## config.mk

```make
export PLATFORM = sky130hd
export DESIGN_NAME = axi_read_arbiter
export DESIGN_NICKNAME = d
export VERILOG_FILES = /design/src/rtl/axi_read_arbiter_pkg.sv /design/src/rtl/axi_read_arbiter_rr_arbiter2.sv /design/src/rtl/axi_read_arbiter.sv
export SDC_FILE = /design/constraint.sdc
export NUM_CORES = 1
export LEC_CHECK = 0
export ABC_AREA = 1
export ABC_CLOCK_PERIOD_IN_PS = 3200
export BUFFER_PORTS_ARGS = -buffer_cell sky130_fd_sc_hd__buf_2
export CAP_MARGIN = 10
export CELL_PAD_IN_SITES_DETAIL_PLACEMENT = 0
export CELL_PAD_IN_SITES_GLOBAL_PLACEMENT = 1
export CORE_ASPECT_RATIO = 0.75
export CORE_MARGIN = 2
export CORE_UTILIZATION = 27
export CTS_CLUSTER_SIZE = 16
export DETAILED_ROUTE_END_ITERATION = 6
export GPL_TIMING_DRIVEN = 0
export PLACE_DENSITY_LB_ADDON = 0.15
export REMOVE_ABC_BUFFERS = 1
export SYNTH_ARGS = -nofsm -noshare
export SYNTH_HDL_FRONTEND = slang
export SYNTH_SLANG_ARGS = --single-unit
```

## constraint.sdc

```tcl
create_clock -name clk -period 3.2 [get_ports clk]
set_clock_uncertainty 0.15 [all_clocks]
set_input_delay 0 -clock clk [delete_from_list [all_inputs] [get_ports clk]]
set_output_delay 0 -clock clk [all_outputs]
set_load 0.01 [all_outputs]
```

## src/rtl/axi_read_arbiter_pkg.sv

```systemverilog
// rtl/axi_read_arbiter_pkg.sv - shared AXI read-side definitions: FSM states, fixed AR attributes, requester indices
package axi_read_arbiter_pkg;

    typedef enum logic [1:0] {
        ST_IDLE = 2'd0,
        ST_ADDR = 2'd1,
        ST_DATA = 2'd2
    } axi_state_e;

    localparam logic [1:0] AXI_BURST_INCR  = 2'b01;
    localparam logic [1:0] AXI_LOCK_NORMAL = 2'b00;
    localparam logic [3:0] AXI_CACHE_NONE  = 4'b0000;
    localparam logic [2:0] AXI_PROT_NONE   = 3'b000;

    // Bit positions in request/grant vectors
    localparam int REQ_I = 0;
    localparam int REQ_D = 1;

    typedef struct packed {
        logic [31:0] addr;
        logic [7:0]  len;
        logic [2:0]  size;
    } ar_fields_t;

endpackage

```

## src/rtl/axi_read_arbiter_rr_arbiter2.sv

```systemverilog
// rtl/axi_read_arbiter_rr_arbiter2.sv - two-input round-robin grant with history updated on accept
module rr_arbiter2
    import axi_read_arbiter_pkg::*;
(
    input  logic       clk,
    input  logic       reset,
    input  logic [1:0] req,
    input  logic       accept,
    output logic [1:0] gnt
);

    // History: 1 means the data side (REQ_D) was granted last
    logic last_d_q;
    logic last_d_d;

    always_comb begin
        gnt      = req;
        last_d_d = last_d_q;
        if (req == 2'b11) begin
            gnt = last_d_q ? 2'b01 : 2'b10;
        end
        if (accept && (gnt != 2'b00)) begin
            last_d_d = gnt[REQ_D];
        end
    end

    always_ff @(posedge clk) begin
        if (reset) begin
            last_d_q <= 1'b0;
        end else begin
            last_d_q <= last_d_d;
        end
    end

endmodule

```

## src/rtl/axi_read_arbiter.sv

```systemverilog
// rtl/axi_read_arbiter.sv - arbitrates instruction and data read requesters onto one AXI read port, one burst at a time
module axi_read_arbiter
    import axi_read_arbiter_pkg::*;
#(
    parameter logic [3:0] I_ID = 4'd0,
    parameter logic [3:0] D_ID = 4'd1
) (
    input  logic        clk,
    input  logic        reset,
    input  logic        i_arvalid,
    input  logic [31:0] i_araddr,
    input  logic [7:0]  i_arlen,
    input  logic [2:0]  i_arsize,
    output logic        i_arready,
    output logic [31:0] i_rdata,
    output logic        i_rlast,
    output logic        i_rvalid,
    input  logic        i_rready,
    input  logic        d_arvalid,
    input  logic [31:0] d_araddr,
    input  logic [7:0]  d_arlen,
    input  logic [2:0]  d_arsize,
    output logic        d_arready,
    output logic [31:0] d_rdata,
    output logic        d_rlast,
    output logic        d_rvalid,
    input  logic        d_rready,
    output logic [3:0]  arid,
    output logic [31:0] araddr,
    output logic [7:0]  arlen,
    output logic [2:0]  arsize,
    output logic [1:0]  arburst,
    output logic [1:0]  arlock,
    output logic [3:0]  arcache,
    output logic [2:0]  arprot,
    output logic        arvalid,
    input  logic        arready,
    input  logic [3:0]  rid,
    input  logic [31:0] rdata,
    input  logic [1:0]  rresp,
    input  logic        rlast,
    input  logic        rvalid,
    output logic        rready,
    output logic        rid_err
);

    axi_state_e state_q, state_d;
    logic       owner_q, owner_d;      // 1 = data side owns the port
    ar_fields_t ar_q, ar_d;
    logic       rid_err_q, rid_err_d;
    logic [1:0] req;
    logic [1:0] gnt;
    logic [3:0] owner_id;
    logic       unused_rresp;

    assign req          = {d_arvalid, i_arvalid};
    assign owner_id     = owner_q ? D_ID : I_ID;
    assign unused_rresp = ^rresp;

    rr_arbiter2 u_rr (
        .clk    (clk),
        .reset  (reset),
        .req    (req),
        .accept (state_q == ST_IDLE),
        .gnt    (gnt)
    );

    always_ff @(posedge clk) begin
        if (reset) begin
            state_q   <= ST_IDLE;
            owner_q   <= 1'b0;
            ar_q      <= '0;
            rid_err_q <= 1'b0;
        end else begin
            state_q   <= state_d;
            owner_q   <= owner_d;
            ar_q      <= ar_d;
            rid_err_q <= rid_err_d;
        end
    end

    always_comb begin
        state_d   = state_q;
        owner_d   = owner_q;
        ar_d      = ar_q;
        rid_err_d = rid_err_q;
        case (state_q)
            ST_IDLE: begin
                if (|req) begin
                    state_d = ST_ADDR;
                    owner_d = gnt[REQ_D];
                    ar_d    = gnt[REQ_D] ? '{d_araddr, d_arlen, d_arsize}
                                         : '{i_araddr, i_arlen, i_arsize};
                end
            end
            ST_ADDR: begin
                if (arready) state_d = ST_DATA;
            end
            ST_DATA: begin
                if (rvalid && rready && rlast) state_d = ST_IDLE;
                // Mismatched beats are flagged but still handed to the owner
                if (rvalid && (rid != owner_id)) rid_err_d = 1'b1;
            end
            default: state_d = ST_IDLE;
        endcase
    end

    always_comb begin
        arvalid   = 1'b0;
        i_arready = 1'b0;
        d_arready = 1'b0;
        rready    = 1'b0;
        i_rvalid  = 1'b0;
        d_rvalid  = 1'b0;
        case (state_q)
            ST_ADDR: begin
                arvalid   = 1'b1;
                i_arready = arready & ~owner_q;
                d_arready = arready & owner_q;
            end
            ST_DATA: begin
                rready   = owner_q ? d_rready : i_rready;
                i_rvalid = rvalid & ~owner_q;
                d_rvalid = rvalid & owner_q;
            end
            default: ;
        endcase
    end

    assign arid    = owner_id;
    assign araddr  = ar_q.addr;
    assign arlen   = ar_q.len;
    assign arsize  = ar_q.size;
    assign arburst = AXI_BURST_INCR;
    assign arlock  = AXI_LOCK_NORMAL;
    assign arcache = AXI_CACHE_NONE;
    assign arprot  = AXI_PROT_NONE;
    assign rid_err = rid_err_q;

    assign i_rdata = rdata;
    assign d_rdata = rdata;
    assign i_rlast = rlast & ~owner_q;
    assign d_rlast = rlast & owner_q;

endmodule

```

# --- After elaboration in Yosys (flattened, before gate mapping) ---
# Index checks and enable logic that the tools add are counted.
word_totals:
  elab_cells: 46
  regBits: 48
  out_inout_bits: 131
  in_bits: 133
op_classes:
  muxes: 15
  bitwise: 7
  n_eq_ne: 7
  reduce_logical: 10
op_table:
  columns: ["operator", "count"]
  rows:
  - ["2-to-1 mux 43 bit", 1]
  - ["2-to-1 mux 2 bit", 5]
  - ["2-to-1 mux 1 bit", 8]
  - ["AND 1 bit", 6]
  - ["inequality test 2 bit, second input constant", 3]
  - ["case mux 2 bit (3 select lines)", 1]
  - ["== test 2 bit, second input constant", 2]
  - ["logical AND 1 bit", 4]
  - ["inequality test 4 x 1 -> 1 bit", 1]
  - ["AND reduction 2 bit", 2]
  - ["AND reduction 3 bit", 1]
  - ["== test 2 x 1 -> 1 bit, second input constant", 1]
  - ["logical NOT 2 bit", 1]
  - ["nonzero test 2 bit", 1]
  - ["OR reduction 2 bit", 1]
  - ["NOT 1 bit", 1]

# --- Longest topological paths before layout ---
# Gate-level depths: netlist (run 1).
depth:
  ltp_word: 6
  mapped_depth: 7
  depth_no_buf: 6

# --- Modules after synthesis ---
# Synthesis (run 1) repeated with hierarchy kept, for this count alone.
hier_totals:
  cells_unflattened: 462
  area_unflattened_um2: 3214.3
modules_own_cells:
  columns: ["module", "n_inst", "area_each_um2", "cells_each"]
  rows:
  - ["axi_read_arbiter", 1, 3154.3, 454]
  - ["rr_arbiter2", 1, 60.1, 8]

# --- Worst setup path after synthesis (run 1) ---
# OpenSTA, ideal clock, no wires.
synth_timing:
  path_kind: "register -> register"
  from: "reg state_q[1]"
  to: "reg ar_q, in the netlist araddr[12]"
  t_required_ns: 2.939
  t_arrival_ns: 0.924
  stages_incl_launch_ff: 8
  period_less_slack_ns: 1.186
  slack_ns: 2.014
  setup_ns: 0.111
  n_path_buf: 1
  cell_sequence: "dfxtp_1 > nor2_2 > o21ai_2 > inv_2 > buf_2 > nand2_1 > nor2_1 > nor2_1"
synth_via:
  elab_chain_cells: 2
synth_lines:
  columns: ["item", "line", "rtl"]
  rows:
  - ["start: declaration", "axi_read_arbiter.sv:47", "axi_state_e state_q, state_d;"]
  - ["start signal: assignment", "axi_read_arbiter.sv:75", "state_q <= state_d;"]
  - ["logical NOT 2 bit", "axi_read_arbiter.sv:87", "case (state_q)"]
  - ["AND reduction 2 bit (no line)", null, null]
  - ["end signal: assignment", "axi_read_arbiter.sv:77", "ar_q <= ar_d;"]
  - ["end: declaration", "axi_read_arbiter.sv:49", "ar_fields_t ar_q, ar_d;"]
# No other way between the ends.
# A chain may end at the register's enable or synchronous reset.

# --- Worst setup path after layout (run 1) ---
layout_timing:
  from: "reg state_q[1]"
  to: "reg ar_q, in the netlist arlen[0]"
# Same word-level chain as after synthesis.

==> results.yml, run 1 <==
sta:
  tightest_slew_ps: 914
  hold_viol: 0
  fin_crit_sh: 0.850
  max_slew_margin: 0.390
  slew_viol_final: 0
  finalCriticalPeriod_ps: 2720
  fmax_ghz: 0.368
  setup_slack_ps: 481
  hold_slack_ps: 119
  setup_viol: 0
  rsz0062_at_grt: "no"
global_route:
  busiest_layer: "met1"
  grt_max_degree: 88
  grt_usage: 0.183
  antenna_found_initial: 1
  grt_util_met1: 0.262
  grt_pass1_wl_mm: 18.7
  grt-ovfl-total: 0
  grt_util_met2: 0.245
  grt_pass1_vias: 3367
  grt_util_met3: 0.0895
yosys:
  yosysWarnings: 0
  ys_ff_latch: 48
  synthAdderAreaFrac: 0
  synth_cell_types: 16
  synth-compound-area-share: 0.0122
  synthMuxAreaShare: 0
  syn-cell-area_um2: 3400
  synth-simple-area-share: 0.367
  synth_cells: 590
  avgSynthCellArea_um2: 5.76
  ys_seq_area_frac: 0.283
  synth_xor_xnor_area_share: 0
  synth_top_family_by_area: "simple AND/OR/NAND/NOR gates"
drt:
  vias: 3791
  drtAntennaViolNets: 0
  drt_iter0_markers: 234
  wl_mm: 12.7
  dr.pass1.iters: 4
  via_per_inst: 3.97
  wl_per_cell_um: 13.3
  drc_errors: 0
cts:
  cts_buffer_depth: 2
  post_cts_resized: 0
  cts_buffers: 5
  root_buffer: "clkbuf_16"
  cts_setup_buffers: 0
  holdBufCountCts: 127
  h-tree-depth: 2
  clk_latency_ps: 290
  tritoncts: "yes"
  clk_pin_slew_ps: 70
  clock_sinks: 48
setup_path:
  cp_max_fo: 44
  rr_endpoint: "arlen[0]"
  worstPathRequired_ps: 3240
  r2r-start: "state_q[1]"
  endpoint_kind: "flip-flop"
  critPathKind: "reg -> reg"
  cp_data_arrival_time_ps: 2760
  rrSetupSlack_ps: 480
  reg2reg_depth: 8
  startpoint_type: "flip-flop"
status:
  outcome: "completed"
cells_and_area:
  nets: 919
  syn_to_final_growth_pct: 50.8
  final_util: 0.418
  layout_common_cells: "nand2_1, buf_2, nor2_1"
  drive_above_1_share: 0.208
  layout_commonest_cell: "nand2_1"
  n_fill_cell: 1327
pwr:
  pwr_density_cell_nw_per_um2: 407
  leakagePower_nw: 2.99
  p_total_mw: 2.09
  max-vdd-ir-drop_mv: 0.194
job:
  timing.max_cap.violations: 0
floorplan:
  die_area_um2: 13500
  start_util: 0.277
  die_height_um: 101
  fp-row-count: 35
  io_pins: 264
  die_w_um: 133
  coreArea_um2: 12300
place:
  pre_cts_ws_ps: 940
  dp_hpwl_mm: 8.34
  io_buffers: 151
  place.gp.congestion: 0.707
worst_hold_path:
  worstHoldPathCells: 4
  hold_start: "i_arvalid"
  worstHoldPathType: "in -> reg"
  hold-path-endpoint: "u_rr.last_d_q"
==> routing by layer <==
layer | wire [µm] | up-vias
met5 | 13 | -
met4 | 61 | 2
met3 | 1560 | 9
met2 | 4800 | 163
met1 | 6270 | 1656
li1 | - | 1961
==> per-stage QoR <==
step           cell area (µm²)  TNS, ps  cells
6_report                  5120        0    954
3_5_place_dp              3680        0    818
4_1_cts                   5120        0    953
3_3_place_gp              3640   -12050    817
2_1_floorplan             2680        0    500
5_1_grt                   5120        0    953
==> state kept, by name, summed over array words and instances, names as in the netlist <==
| signal | count |
|---|---|
| arlen | 8 |
| u_rr.last_d_q | 1 |
| rid_err | 1 |
| arsize | 3 |
| owner_q | 1 |
| araddr | 32 |
| state_q | 2 |
==> synthesized netlist by cell type <==
library cell  number  share of area
nand2_1          190           0.21
nor2_2             1         0.0018
nor3_1             2         0.0029
clkbuf_1           4         0.0044
nand2_2            1         0.0018
inv_1             99           0.11
buf_2              8          0.012
inv_2              2         0.0022
o21bai_1           1         0.0022
dfxtp_1           48           0.28
buf_4             82           0.18
conb_1             2         0.0022
buf_6              8          0.027
a21oi_1            5         0.0074
o21ai_2            1         0.0026
nor2_1           136           0.15
==> cells by family after synthesis <==
family          count (synthesis)
flops                          48
compound gates                  7
buf+inv                       203
simple gates                  330
other cells                     2
==> how the worst max path moves through the flow <==
stage                           from            end  slack [ps]
after CTS                 state_q[1]     araddr[17]         420
after global placement     d_arvalid  u_rr.last_d_q        -330
final                     state_q[1]       arlen[0]         480
after detailed placement  state_q[1]     araddr[24]         940
after global routing      state_q[1]     araddr[29]         270
after floorplan            d_arvalid        owner_q        1240
==> critical path, stage by stage, from the launching register on <==
cell and delay (ps):
dfxtp_1 330, nor2_2 150, o21ai_4 230, buf_16 250, inv_2 640, nand2_1 100
nor2_1 130, dlygate4sd3_1 570, nor2_1 40
==> power breakdown <==
| part | switching (mW) | total [mW] | internal [mW] |
|---|---|---|---|
| clock | 0.244 | 0.613 | 0.369 |
| sequential | 0.0365 | 0.708 | 0.672 |
| combinational | 0.405 | 0.765 | 0.360 |
| total | 0.686 | 2.09 | 1.40 |
==> layout make-up <==
class                           count  area [µm²]  share of cell area
Antenna cell                        1        2.50            0.000489
Clock buffer                        6         129              0.0252
Clock inverter                      2        35.0             0.00684
Inverter                          101         379              0.0740
Multi-Input combinational cell    351        1350               0.264
Sequential cell                    48         961               0.188
Tap cell                          166         208              0.0406
Timing Repair Buffer              279        2050               0.401
Power figures use the tool's default switching activity.
==> inputs of run 2 (changes only) <==
- ABC_AREA: 1 -> 0
- ABC_CLOCK_PERIOD_IN_PS: 3200 -> 2700
- CORE_UTILIZATION: 27 -> 24
- clock period: 3.2 -> 2.7 ns (I/O delays scaled with it)
==> results.yml, run 2 <==
yosys:
  synth_edf_count: 0
  ys_async_sr_fraction: 0
  avgSynthCellArea_um2: 7.84
  yosys-top-cells-count: "nand2_1, buf_4, a21oi_1, dfxtp_1, a311oi_1"
  yosysMostFrequentCell: "nand2_1"
  synth_area_leaders: "dfxtp_1, buf_4, a311oi_1"
  ys_ff_latch: 48
  synth_cells: 362
  ys_seq_area_frac: 0.338
  synth_top_cell_area_share: 0.338
  syn-cell-area_um2: 2840
  yosysWarnings: 0
  yosys.area.top_type: "dfxtp_1"
  synth_cell_types: 25
  ys.flop_type: "dfxtp_1"
cts:
  cts_setup_buffers: 0
  cts_buffer_depth: 2
  h-tree-depth: 2
  cts_buffers: 5
  root_buffer: "clkbuf_16"
  clock_sinks: 48
  holdBufCountCts: 120
  post_cts_resized: 0
status:
  error_line: "[ERROR RSZ-0060] Max buffer count reached."
  haltStage: "4_1_cts"
  outcome: "stopped before the end"
floorplan:
  die_height_um: 98.2
  io_pins: 264
  die_w_um: 130
  start_util: 0.245
  fp-row-count: 34
place:
  dp.cells: 586
  io_buffers: 151
  dp_hpwl_mm: 8.73
  placed_area_um2: 3270
  place.gp.congestion: 0.680
run 2: cell count changes after synthesis, sizes merged, moves of 2 or more:
cell and delta:
nor2 -133, a21oi +43, a311oi +43, o31ai +2, and3 +2, nand2 -101, buf +3, inv -101
nor2b +4, clkbuf +2
run 2: kinds of logic after synthesis:
logic type,share of synthesized area
xor gates and xnor gates,0.00309
muxes,0.00353
DFF,0.338
other,0.00265
AOI/OAI and AO/OA,0.237
buffers and inverters,0.263
and+or+nand+nor,0.152
run 2: per-stage QoR:
stage | TNS, ps | util | hold slack (ps) | setup WS (ps)
2_1_floorplan | 0 | - | -150 | 533
3_3_place_gp | -32960 | 0.268 | -150 | -797
3_5_place_dp | 0 | 0.282 | -150 | 883
==> inputs of run 3 (changes only) <==
- CELL_PAD_IN_SITES_DETAIL_PLACEMENT: 0 -> not set
- CELL_PAD_IN_SITES_GLOBAL_PLACEMENT: 1 -> not set
- CORE_AREA: not set -> 2 2 104 106
- CORE_ASPECT_RATIO: 0.75 -> not set
- CORE_MARGIN: 2 -> not set
- CORE_UTILIZATION: 24 -> not set
- CTS_CLUSTER_SIZE: 16 -> not set
- DIE_AREA: not set -> 0 0 106 108
==> results.yml, run 3 <==
status:
  outcome: "stopped before the end"
  haltStage: "4_1_cts"
  error_line: "[ERROR RSZ-0060] Max buffer count reached."
place:
  io_buffers: 151
  place.gp.congestion: 0.783
  dp_hpwl_mm: 8.70
  pre_cts_ws_ps: 762
yosys:
  avgSynthCellArea_um2: 7.84
  syn-cell-area_um2: 2840
  yosys-top-cells-count: "nand2_1, buf_4, a21oi_1, dfxtp_1, a311oi_1"
  ys.flop_type: "dfxtp_1"
  ys_async_sr_fraction: 0
  synth_cells: 362
  yosysMostFrequentCell: "nand2_1"
  ys_seq_area_frac: 0.338
  synth_area_leaders: "dfxtp_1, buf_4, a311oi_1"
  ys_ff_latch: 48
  yosys.area.top_type: "dfxtp_1"
  yosysWarnings: 0
  synth_top_cell_area_share: 0.338
  synth_edf_count: 0
  synth_cell_types: 25
cts:
  cts_buffers: 5
  holdBufCountCts: 114
  cts_buffer_depth: 2
  cts_setup_buffers: 0
  h-tree-depth: 2
  post_cts_resized: 0
  root_buffer: "clkbuf_8"
  clock_sinks: 48
floorplan:
  die_height_um: 108
  fp-row-count: 37
  start_util: 0.277
  io_pins: 264
  die_w_um: 106
[run 3: cell counts after synthesis]
Identical to the previous run, type by type.
[run 3: per-stage QoR]
step / utilization / cell area [µm²] / hold WS (ps) / cells
floorplan: - / 2140 / -150 / 267
global placement: 0.299 / 3060 / -150 / 554
detailed placement: 0.312 / 3190 / -150 / 559
[run 3: cell families after synthesis]
logic type / count (synthesis) / synth area share
AO/OA/AOI/OAI: 97 / 0.237
other: 2 / 0.00265
multiplexers: 1 / 0.00353
flip-flops: 48 / 0.338
XOR/XNOR: 1 / 0.00309
AND/OR/NAND/NOR: 106 / 0.152
buffers and inverters: 107 / 0.263
